--- config.mk ---
export PLATFORM = sky130hd
export DESIGN_NAME = mode_switch_controller
export DESIGN_NICKNAME = d
export VERILOG_FILES = /design/src/rtl/mode_switch_pkg.sv /design/src/rtl/mode_switch_controller_filter.sv /design/src/rtl/mode_switch_controller.sv
export SDC_FILE = /design/constraint.sdc
export NUM_CORES = 1
export LEC_CHECK = 0
export CAP_MARGIN = 15
export CORE_AREA = 2 2 131 133
export DETAILED_ROUTE_END_ITERATION = 7
export DIE_AREA = 0 0 133 135
export PLACE_DENSITY_LB_ADDON = 0.08
export SLEW_MARGIN = 0
export SYNTH_ARGS = -nofsm -noshare
export SYNTH_HDL_FRONTEND = slang
export SYNTH_SLANG_ARGS = --single-unit
export TNS_END_PERCENT = 5
--- constraint.sdc ---
create_clock -name clk -period 3.2 [get_ports clk]
set_input_delay 0.64 -clock clk [delete_from_list [all_inputs] [get_ports clk]]
set_output_delay 0.64 -clock clk [all_outputs]
set_load 0.05 [all_outputs]
--- src/rtl/mode_switch_pkg.sv ---
// Shared types and constants for the application-mode arbiter.
// Holds the FSM encoding and the values driven while the display is blanked.
package mode_switch_pkg;

    typedef enum logic [1:0] {
        ST_RUN,
        ST_SETTLE,
        ST_BLANK,
        ST_ARM
    } state_t;

    localparam int MODE_HOME = 0;

    localparam logic [7:0]  BLANK_SEG = 8'hFF;
    localparam logic [3:0]  BLANK_AN  = 4'hF;
    localparam logic [15:0] BLANK_LED = 16'h0;
    localparam int          BLANK_PIX = 0;

endpackage

--- src/rtl/mode_switch_controller_filter.sv ---
// Decodes the mode switches and qualifies a request once it has held still.
// The stability counter saturates at its last value instead of wrapping.
module mode_req_filter
    import mode_switch_pkg::*;
#(
    parameter int NUM_MODES     = 4,
    parameter int SETTLE_CYCLES = 65536,
    parameter int MW            = 2
) (
    input  logic                 clk,
    input  logic                 reset_n,
    input  logic [NUM_MODES-2:0] sel,
    input  logic [MW-1:0]        mode,
    input  logic                 start,
    input  logic                 active,
    output logic [MW-1:0]        req,
    output logic [MW-1:0]        pending,
    output logic                 stable_strobe
);

    localparam int CW = $clog2(SETTLE_CYCLES + 1);
    localparam logic [CW-1:0] CNT_LAST = CW'(SETTLE_CYCLES - 1);

    logic [CW-1:0] cnt;

    // Anything other than exactly one raised switch means home.
    always_comb begin
        req = MW'(MODE_HOME);
        if ($onehot(sel)) begin
            for (int i = 0; i < NUM_MODES - 1; i++) begin
                if (sel[i]) req = MW'(i + 1);
            end
        end
    end

    assign stable_strobe = active && (req == pending) && (cnt == CNT_LAST);

    // Track the candidate mode and how long it has stayed unchanged.
    always_ff @(posedge clk or negedge reset_n) begin
        if (!reset_n) begin
            pending <= MW'(MODE_HOME);
            cnt     <= '0;
        end else if (start) begin
            pending <= req;
            cnt     <= '0;
        end else if (active) begin
            if (req != pending) begin
                if (req != mode) begin
                    pending <= req;
                    cnt     <= '0;
                end
            end else if (cnt != CNT_LAST) begin
                cnt <= cnt + 1'b1;
            end
        end
    end

endmodule

--- src/rtl/mode_switch_controller.sv ---
// Top-level mode arbiter: commits mode changes on frame boundaries,
// gates buttons to the active mode and muxes the board outputs.
module mode_switch_controller
    import mode_switch_pkg::*;
#(
    parameter int NUM_MODES     = 4,
    parameter int NUM_BTN       = 5,
    parameter int PIX_W         = 16,
    parameter int SETTLE_CYCLES = 65536,
    parameter int BLANK_TIMEOUT = 1 << 20
) (
    input  logic                           clk,
    input  logic                           reset_n,
    input  logic [NUM_MODES-2:0]           sel,
    input  logic [NUM_BTN-1:0]             btn_in,
    input  logic                           frame_begin,
    input  logic [NUM_MODES*PIX_W-1:0]     pix_a_in,
    input  logic [NUM_MODES*PIX_W-1:0]     pix_b_in,
    input  logic [NUM_MODES*8-1:0]         seg_in,
    input  logic [NUM_MODES*4-1:0]         an_in,
    input  logic [NUM_MODES*16-1:0]        led_in,
    output logic [NUM_MODES*NUM_BTN-1:0]   btn_out,
    output logic [PIX_W-1:0]               pix_a,
    output logic [PIX_W-1:0]               pix_b,
    output logic [7:0]                     seg,
    output logic [3:0]                     an,
    output logic [15:0]                    led,
    output logic [$clog2(NUM_MODES)-1:0]   mode,
    output logic                           mode_change
);

    localparam int MW = $clog2(NUM_MODES);
    localparam int TW = $clog2(BLANK_TIMEOUT + 1);
    localparam logic [TW-1:0] TMO_LAST = TW'(BLANK_TIMEOUT - 1);

    state_t        state, state_n;
    logic [MW-1:0] req, pending;
    logic [TW-1:0] tmo;
    logic          stable_strobe;
    logic          commit;

    mode_req_filter #(
        .NUM_MODES    (NUM_MODES),
        .SETTLE_CYCLES(SETTLE_CYCLES),
        .MW           (MW)
    ) u_filter (
        .clk          (clk),
        .reset_n      (reset_n),
        .sel          (sel),
        .mode         (mode),
        .start        ((state == ST_RUN) && (req != mode)),
        .active       (state == ST_SETTLE),
        .req          (req),
        .pending      (pending),
        .stable_strobe(stable_strobe)
    );

    // Next-state logic; commit marks the cycle the pending mode is taken.
    always_comb begin
        state_n = state;
        commit  = 1'b0;
        unique case (state)
            ST_RUN: begin
                if (req != mode) state_n = ST_SETTLE;
            end
            ST_SETTLE: begin
                if (req == mode)        state_n = ST_RUN;
                else if (stable_strobe) state_n = ST_BLANK;
            end
            ST_BLANK: begin
                if (frame_begin || (tmo == TMO_LAST)) begin
                    commit  = 1'b1;
                    state_n = ST_ARM;
                end
            end
            ST_ARM: begin
                if (btn_in == '0) state_n = ST_RUN;
            end
            default: state_n = ST_ARM;
        endcase
    end

    // State, committed mode, commit pulse and saturating blank timeout.
    always_ff @(posedge clk or negedge reset_n) begin
        if (!reset_n) begin
            state       <= ST_ARM;
            mode        <= MW'(MODE_HOME);
            mode_change <= 1'b0;
            tmo         <= '0;
        end else begin
            state       <= state_n;
            mode_change <= commit;
            if (commit) mode <= pending;
            if (state != ST_BLANK)  tmo <= '0;
            else if (tmo != TMO_LAST) tmo <= tmo + 1'b1;
        end
    end

    // Zero-latency output mux of the committed mode, blanked while switching.
    always_comb begin
        pix_a   = '0;
        pix_b   = '0;
        seg     = BLANK_SEG;
        an      = BLANK_AN;
        led     = BLANK_LED;
        btn_out = '0;
        for (int m = 0; m < NUM_MODES; m++) begin
            if (mode == MW'(m)) begin
                pix_a = pix_a_in[m*PIX_W +: PIX_W];
                pix_b = pix_b_in[m*PIX_W +: PIX_W];
                seg   = seg_in[m*8 +: 8];
                an    = an_in[m*4 +: 4];
                led   = led_in[m*16 +: 16];
                if (state == ST_RUN || state == ST_SETTLE)
                    btn_out[m*NUM_BTN +: NUM_BTN] = btn_in;
            end
        end
        if (state == ST_BLANK) begin
            pix_a = PIX_W'(BLANK_PIX);
            pix_b = PIX_W'(BLANK_PIX);
            seg   = BLANK_SEG;
            an    = BLANK_AN;
            led   = BLANK_LED;
        end
    end

endmodule

# Yosys cells after proc, flatten, opt, wreduce, memory -nomap -nowiden
# Index checks and enable logic that the tools add are counted.
# word_totals
input_bits,251
mem_bits_ro,0
n_memories,0
latch_bits,0
elab_cells,100
output_inout_bits,83
register_bits,45
ramBits,0
# classes
order_cmp,0
muxes,53
multipliers,0
n_eq_ne,21
shift,0
n_reduce_logical,16
div_mod_pow,0
bitwise_logic,0
add_sub_neg,4
# op_table
op,count
$mux 16,15
$mux 17,5
$mux 21,2
$mux 8,5
$mux 5,5
$mux 2,12
$add 21x1->21 const B,1
$eq 21x20->1 const B,1
$ne 21x20->1 const B,1
$mux 4,5
$add 17x1->17 const B,1
$eq 17x16->1 const B,1
$ne 17x16->1 const B,1
$eq 2x2->1 const B,4
$pmux 2 s4,1
$reduce_bool 2->1,4
$eq 2x1->1 const B,3
$ne 2x2->1 const B,3
$reduce_and 3->1,2
$logic_not 5->1,1
$eq 2x2->1,2
$logic_not 2->1,2
$ne 2x2->1,2
$reduce_and 4->1,1
other kinds (9),14

# Logic depth before layout (Yosys ltp)
# depth
depth_word,10
ltp_mapped,10
depth_no_buf,10

# Cells and area by module
# From an unflattened synthesis, not the netlist that was laid out.
# unflattened
cells_unflattened,450
hier_area_um2,4712.0
# modules_own_cells
module,seq_area_each_um2,instances,cells_per_inst,area_each_um2
mode_switch_controller,653.1,1,303,3407.0
mode_req_filter,475.5,1,147,1305.0

# Worst setup path before layout
# No wires, ideal clock.
# synth_path
path_kind,reg2out
startpoint,reg mode[0]
endpoint,out led[0]
required_time_ps,2560
n_path_buf,3
arrival_ps,2263
setup_slack_ps,297
path_stages_with_launch,6
cell_sequence,dfrtp_1 > clkbuf_1 > buf_2 > buf_2 > mux4_2 > and2_1
# synth_between
elab_chain_cells,6
word_cells_on_any_way,9
cone_classes,eq/ne (3); mux (5); reduce/logical (1)
# synth_rtl
item,line_no,rtl
"start, declared",mode_switch_controller.sv:28,"output logic [$clog2(NUM_MODES)-1:0] mode,"
"start signal, assigned",mode_switch_controller.sv:87,mode <= MW'(MODE_HOME);
"start signal, assigned",mode_switch_controller.sv:93,if (commit) mode <= pending;
$logic_not 2->1,mode_switch_controller.sv:108,if (mode == MW'(m)) begin
$mux 16 (3 in a row),mode_switch_controller.sv:108,
$mux 16 (*),mode_switch_controller.sv:108,
$mux 16 (*),mode_switch_controller.sv:118,if (state == ST_BLANK) begin
"end, declared",mode_switch_controller.sv:27,"output logic [15:0] led,"
# Mark *: on every way between the ends. The rest lies on a longest branch, timed or not.

# Worst setup path in the final report
# layout_path
startpoint,reg mode[0]
endpoint,out pix_b[11]
# layout_between
elab_chain_cells,6
word_cells_on_any_way,9
cone_classes,eq/ne (3); mux (5); reduce/logical (1)
# layout_rtl
item,line_no,rtl
$logic_not 2->1,mode_switch_controller.sv:108,
$mux 16 (3 in a row),mode_switch_controller.sv:108,
$mux 16 (*),mode_switch_controller.sv:108,
$mux 16 (*),mode_switch_controller.sv:118,
"end, declared",mode_switch_controller.sv:24,"output logic [PIX_W-1:0] pix_b,"
# Marked as above.

==> Implementation_results.wiki <==
{| class="wikitable"
! Metric !! Value
|-
| Run status || finished clean
|-
| Vias || 5122
|-
| Number of max-capacitance violations reported || 0
|-
| Seq/Total Area, Yosys || 24.45%
|-
| Total leakage power || 3.316 nW
|-
| Power per Cell Area || 240.9 nW/um^2
|-
| Clock Power Share || 29.3%
|-
| Clock H-tree levels || 2
|-
| Proportion of synthesized flip-flops having asynchronous set or reset || 100.0%
|-
| Mapped cell area || 4616 sq um
|-
| Root Driver || clkbuf_16
|-
| Width of the die || 133 microns
|-
| Area fraction of the dominant cell type after synthesis || 29.28%
|-
| Drt pass-1 iters || 4
|-
| Synthesized net count || 706
|-
| Port-buffer cells || 333
|-
| Max rail drop VDD || 0.1798 mV
|-
| Yosys reg bits || 45
|-
| Synthesized area divided by synthesized cell count || 10.23 sq um
|-
| Post-CTS Setup Bufs || 0
|-
| Largest fanout on the critical path || 28
|-
| Total wire length after detailed routing || 20.65 mm
|-
| Setup repair after global routing missed its margin || false
|-
| Endpoints failing setup || 0
|-
| Area overhead of the layout relative to synthesis || 87.21%
|-
| Area occupied by multi-input gates || 3307 sq um
|-
| Crit Path Category || reg2out
|-
| Crit path DAT || 2.28 ns
|-
| Setup slack of the worst register-to-register path || 0.44 ns
|-
| Share of total power consumed by net switching || 29.04%
|-
| Routed length per instance || 20.63 microns
|-
| Full die area || 17960 sq um
|-
| Number of buffers on the longest clock path || 2
|-
| Clock skew after layout || 0.009432 ns
|-
| Remaining routing DRC violations || 0
|-
| Critical Path Start Type || flip-flop
|-
| Launching element of the worst setup path || mode[0]$_DFFE_PN0P_
|-
| Sequential cell area || 1134 sq um
|-
| Largest net degree at the start of global routing || 42
|-
| Synth top area cells || mux4_2 (29%), dfrtp_1 (23%), and2_1 (9.6%)
|-
| Critical register-to-register path endpoint || u_filter.cnt[14]$_DFFE_PN0P_
|-
| Number of antenna violations at the first check in global routing || 1
|-
| Type of destination of the critical path || output pin
|-
| Placeable core region || 16410 sq um
|-
| Hold-fix buffers, CTS || 0
|-
| R2R Path Start || u_filter.cnt[0]$_DFFE_PN0P_
|-
| Final period util || 91.11%
|-
| Cells after Synth || 451
|-
| Number of placement rows || 47
|-
| WP data required || 2.56 ns
|-
| Proportion of power drawn by combinational gates || 40.7%
|-
| TritonCTS Buffers || 5
|-
| Pin slew with the least headroom to its limit || 0.9561 ns
|-
| Number of filler cells placed in the layout || 1453
|-
| Final-report max-slew violation count || 0
|-
| Final Wtd Congestion || 0.8300
|-
| Delay of the slowest critical-path stage || 0.75 ns
|-
| Per-cell via count in the routed design || 5.117
|-
| Sequential group share of total power || 30.0%
|-
| Period minus WS final || 2.916 ns
|-
| Number of instances resized during post-cts repair || 0
|-
| Final Total Pwr || 2.081 mW
|-
| Fmax achieved || 343.0 MHz
|-
| Grt total ovfl || 0
|-
| Number of synthesized flops with an enable pin || 0
|-
| Fraction of layout cells with a size suffix above 1 || 23.08%
|-
| Post-detailed-placement half-perimeter wirelength || 17.35 mm
|-
| Cell taking the most area after synthesis || mux4_2
|-
| Cell repeated most along the worst path || buf_4
|-
| Global-route wire length before repair || 30.86 mm
|-
| Initial Util || 28.13%
|-
| Overall Global Routing Usage || 22.38%
|-
| Via count of the first global-routing pass || 5363
|-
| Die boundary height || 135 microns
|-
| Sum of negative setup slack || 0 ns
|-
| Number of nets at the end of the flow || 1034
|-
| Primary FF master, synth || dfrtp_1
|-
| Type of the tightest min-delay check || in2async
|-
| Clock sink total || 45
|-
| Clock tree from TritonCTS || done
|-
| IO Count || 334
|-
| Remaining antenna violation count after routing || 0
|-
| Count of final hold-check violations || 0
|-
| Count of routing violations after the opening detailed-route iteration || 190
|-
| Synthesis Warnings || 0
|-
| CTS clock-pin slew for the worst setup and hold paths || 0.07 ns
|-
| Internal cell power || 1.477 mW
|-
| Slowest cell on the critical path || dfrtp_4
|-
| Number of different library cells in the post-synthesis netlist || 57
|-
| Worst-case headroom to the max-slew limit || 36.26%
|-
| Register-to-Register Path Depth || 10
|-
| Net switching power || 0.6044 mW
|-
| Clock insertion delay at the later pin of the skew report || 0.29 ns
|-
| Critical Path, Cell by Cell || buf_4, mux4_2, and2_1, buf_4
|-
| CP endpoint || pix_b[11]
|}
-- cells in the mapped netlist (2+ instances only) --
cell type,number
and2_1,71
mux4_2,60
dfrtp_1,43
nand3_1,26
clkbuf_1,20
nand2_1,19
or3_1,17
nor2_1,15
o21ai_0,15
or2_1,15
a21oi_1,14
and3_1,14
nor3_1,14
buf_2,8
inv_1,7
nand4_1,7
a211o_1,6
xnor2_1,6
a211oi_1,5
o2bb2ai_1,5
and4_1,4
nand2b_1,4
nand4b_1,4
o21ai_1,4
ha_1,3
mux2i_1,3
nor2b_1,3
nor3b_1,3
a21o_1,2
a31oi_1,2
buf_4,2
buf_6,2
dfstp_2,2
mux2_1,2
or4_1,2
-- area by class of cell --
class	instances	share of cell area, %
timing repair buffer	354	43.09
clock buffer	7	1.651
clock inverter	1	0.3475
tap	220	3.186
inverter	7	0.3041
multi-input combinational	366	38.27
antenna	1	0.02896
sequential	45	13.12
-- cells in the final DEF (no fill, tap or decap), types with 4 or more instances in the layout --
| master | count |
|---|---|
| buf_12 | 35 |
| a21oi_1 | 14 |
| clkdlybuf4s50_1 | 252 |
| nand3_1 | 26 |
| o21ai_1 | 4 |
| nor2_1 | 15 |
| nand4b_1 | 4 |
| and4_1 | 4 |
| o2bb2ai_1 | 5 |
| or3_1 | 17 |
| a211oi_1 | 5 |
| and2_1 | 71 |
| mux4_2 | 60 |
| o21ai_0 | 15 |
| dfrtp_1 | 41 |
| a211o_1 | 6 |
| or2_1 | 15 |
| and3_1 | 14 |
| inv_1 | 7 |
| nand4_1 | 7 |
| nor3_1 | 14 |
| buf_4 | 66 |
| clkbuf_16 | 5 |
| xnor2_1 | 6 |
| nand2_1 | 19 |
-- metrics by stage --
stage	instance area (sq um)	worst slack [ns]	cells	hold slack (ns)	utilization [%]
5_1_grt	8641	0.1461	1001	0.5304	52.67
3_3_place_gp	8466	0.1103	992	0.4834	51.60
3_5_place_dp	8466	0.01370	992	0.4878	51.60
6_report	8641	0.2844	1001	0.5043	52.67
2_1_floorplan	4616	0.2974	451	0.3444	-
4_1_cts	8638	0.2357	1000	0.5058	52.65
-- worst max-delay path, delay by kind of cell (launching register included) --
kind | cells | cell delay, ns
buf+inv | 2 | 0.49
flops | 1 | 0.75
mux | 1 | 0.55
simple gates | 1 | 0.18
-- worst min path at each step --
stage	cells after the start	endpoint	slack, ns
after global placement	1	u_filter.cnt[16]$_DFFE_PN0P_	0.48
after floorplan	0	mode[0]$_DFFE_PN0P_	0.34
after CTS	1	u_filter.cnt[16]$_DFFE_PN0P_	0.51
after detailed placement	1	u_filter.cnt[16]$_DFFE_PN0P_	0.49
after global routing	1	u_filter.cnt[16]$_DFFE_PN0P_	0.53
final	1	tmo[11]$_DFFE_PN0P_	0.50
-- power by group through the flow --
stage               logic (mW)  clock network [mW]  registers, mW
floorplan                0.356                   0          0.626
global placement         0.839                   0          0.634
detailed placement       0.852                   0          0.635
CTS                      0.855               0.618          0.625
global route             0.895               0.648          0.631
finish                   0.847               0.609          0.625
-- kinds of logic (layout without fill, tap and decap cells) --
kind of cell / Yosys count / count (layout) / share of synthesized area [%]
adder cells (fa/ha/maj): 4 / 4 / 1.247
AND/OR/NAND/NOR: 223 / 223 / 28.11
other: 0 / 1 / 0
multiplexers: 65 / 65 / 30.41
flip-flops: 45 / 45 / 24.45
XOR/XNOR: 6 / 6 / 1.139
AO/OA/AOI/OAI: 68 / 68 / 10.68
buffers and inverters: 40 / 369 / 3.958
-- registers in the layout, summed over array words and instances (netlist names), named ones only --
register and flops:
u_filter.pending 2, u_filter.cnt 17, mode 2, tmo 21
state 1, mode_change 1
-- layer usage --
metal,vias to the layer above,GRT usage (%),wire (microns)
met5,-,0,0
met4,0,6.810,584
met2,240,42.11,10980
li1,2395,-,-
met3,20,4.730,1424
met1,2467,25.36,7667
Note: power is estimated with default switching activity, not from simulation.
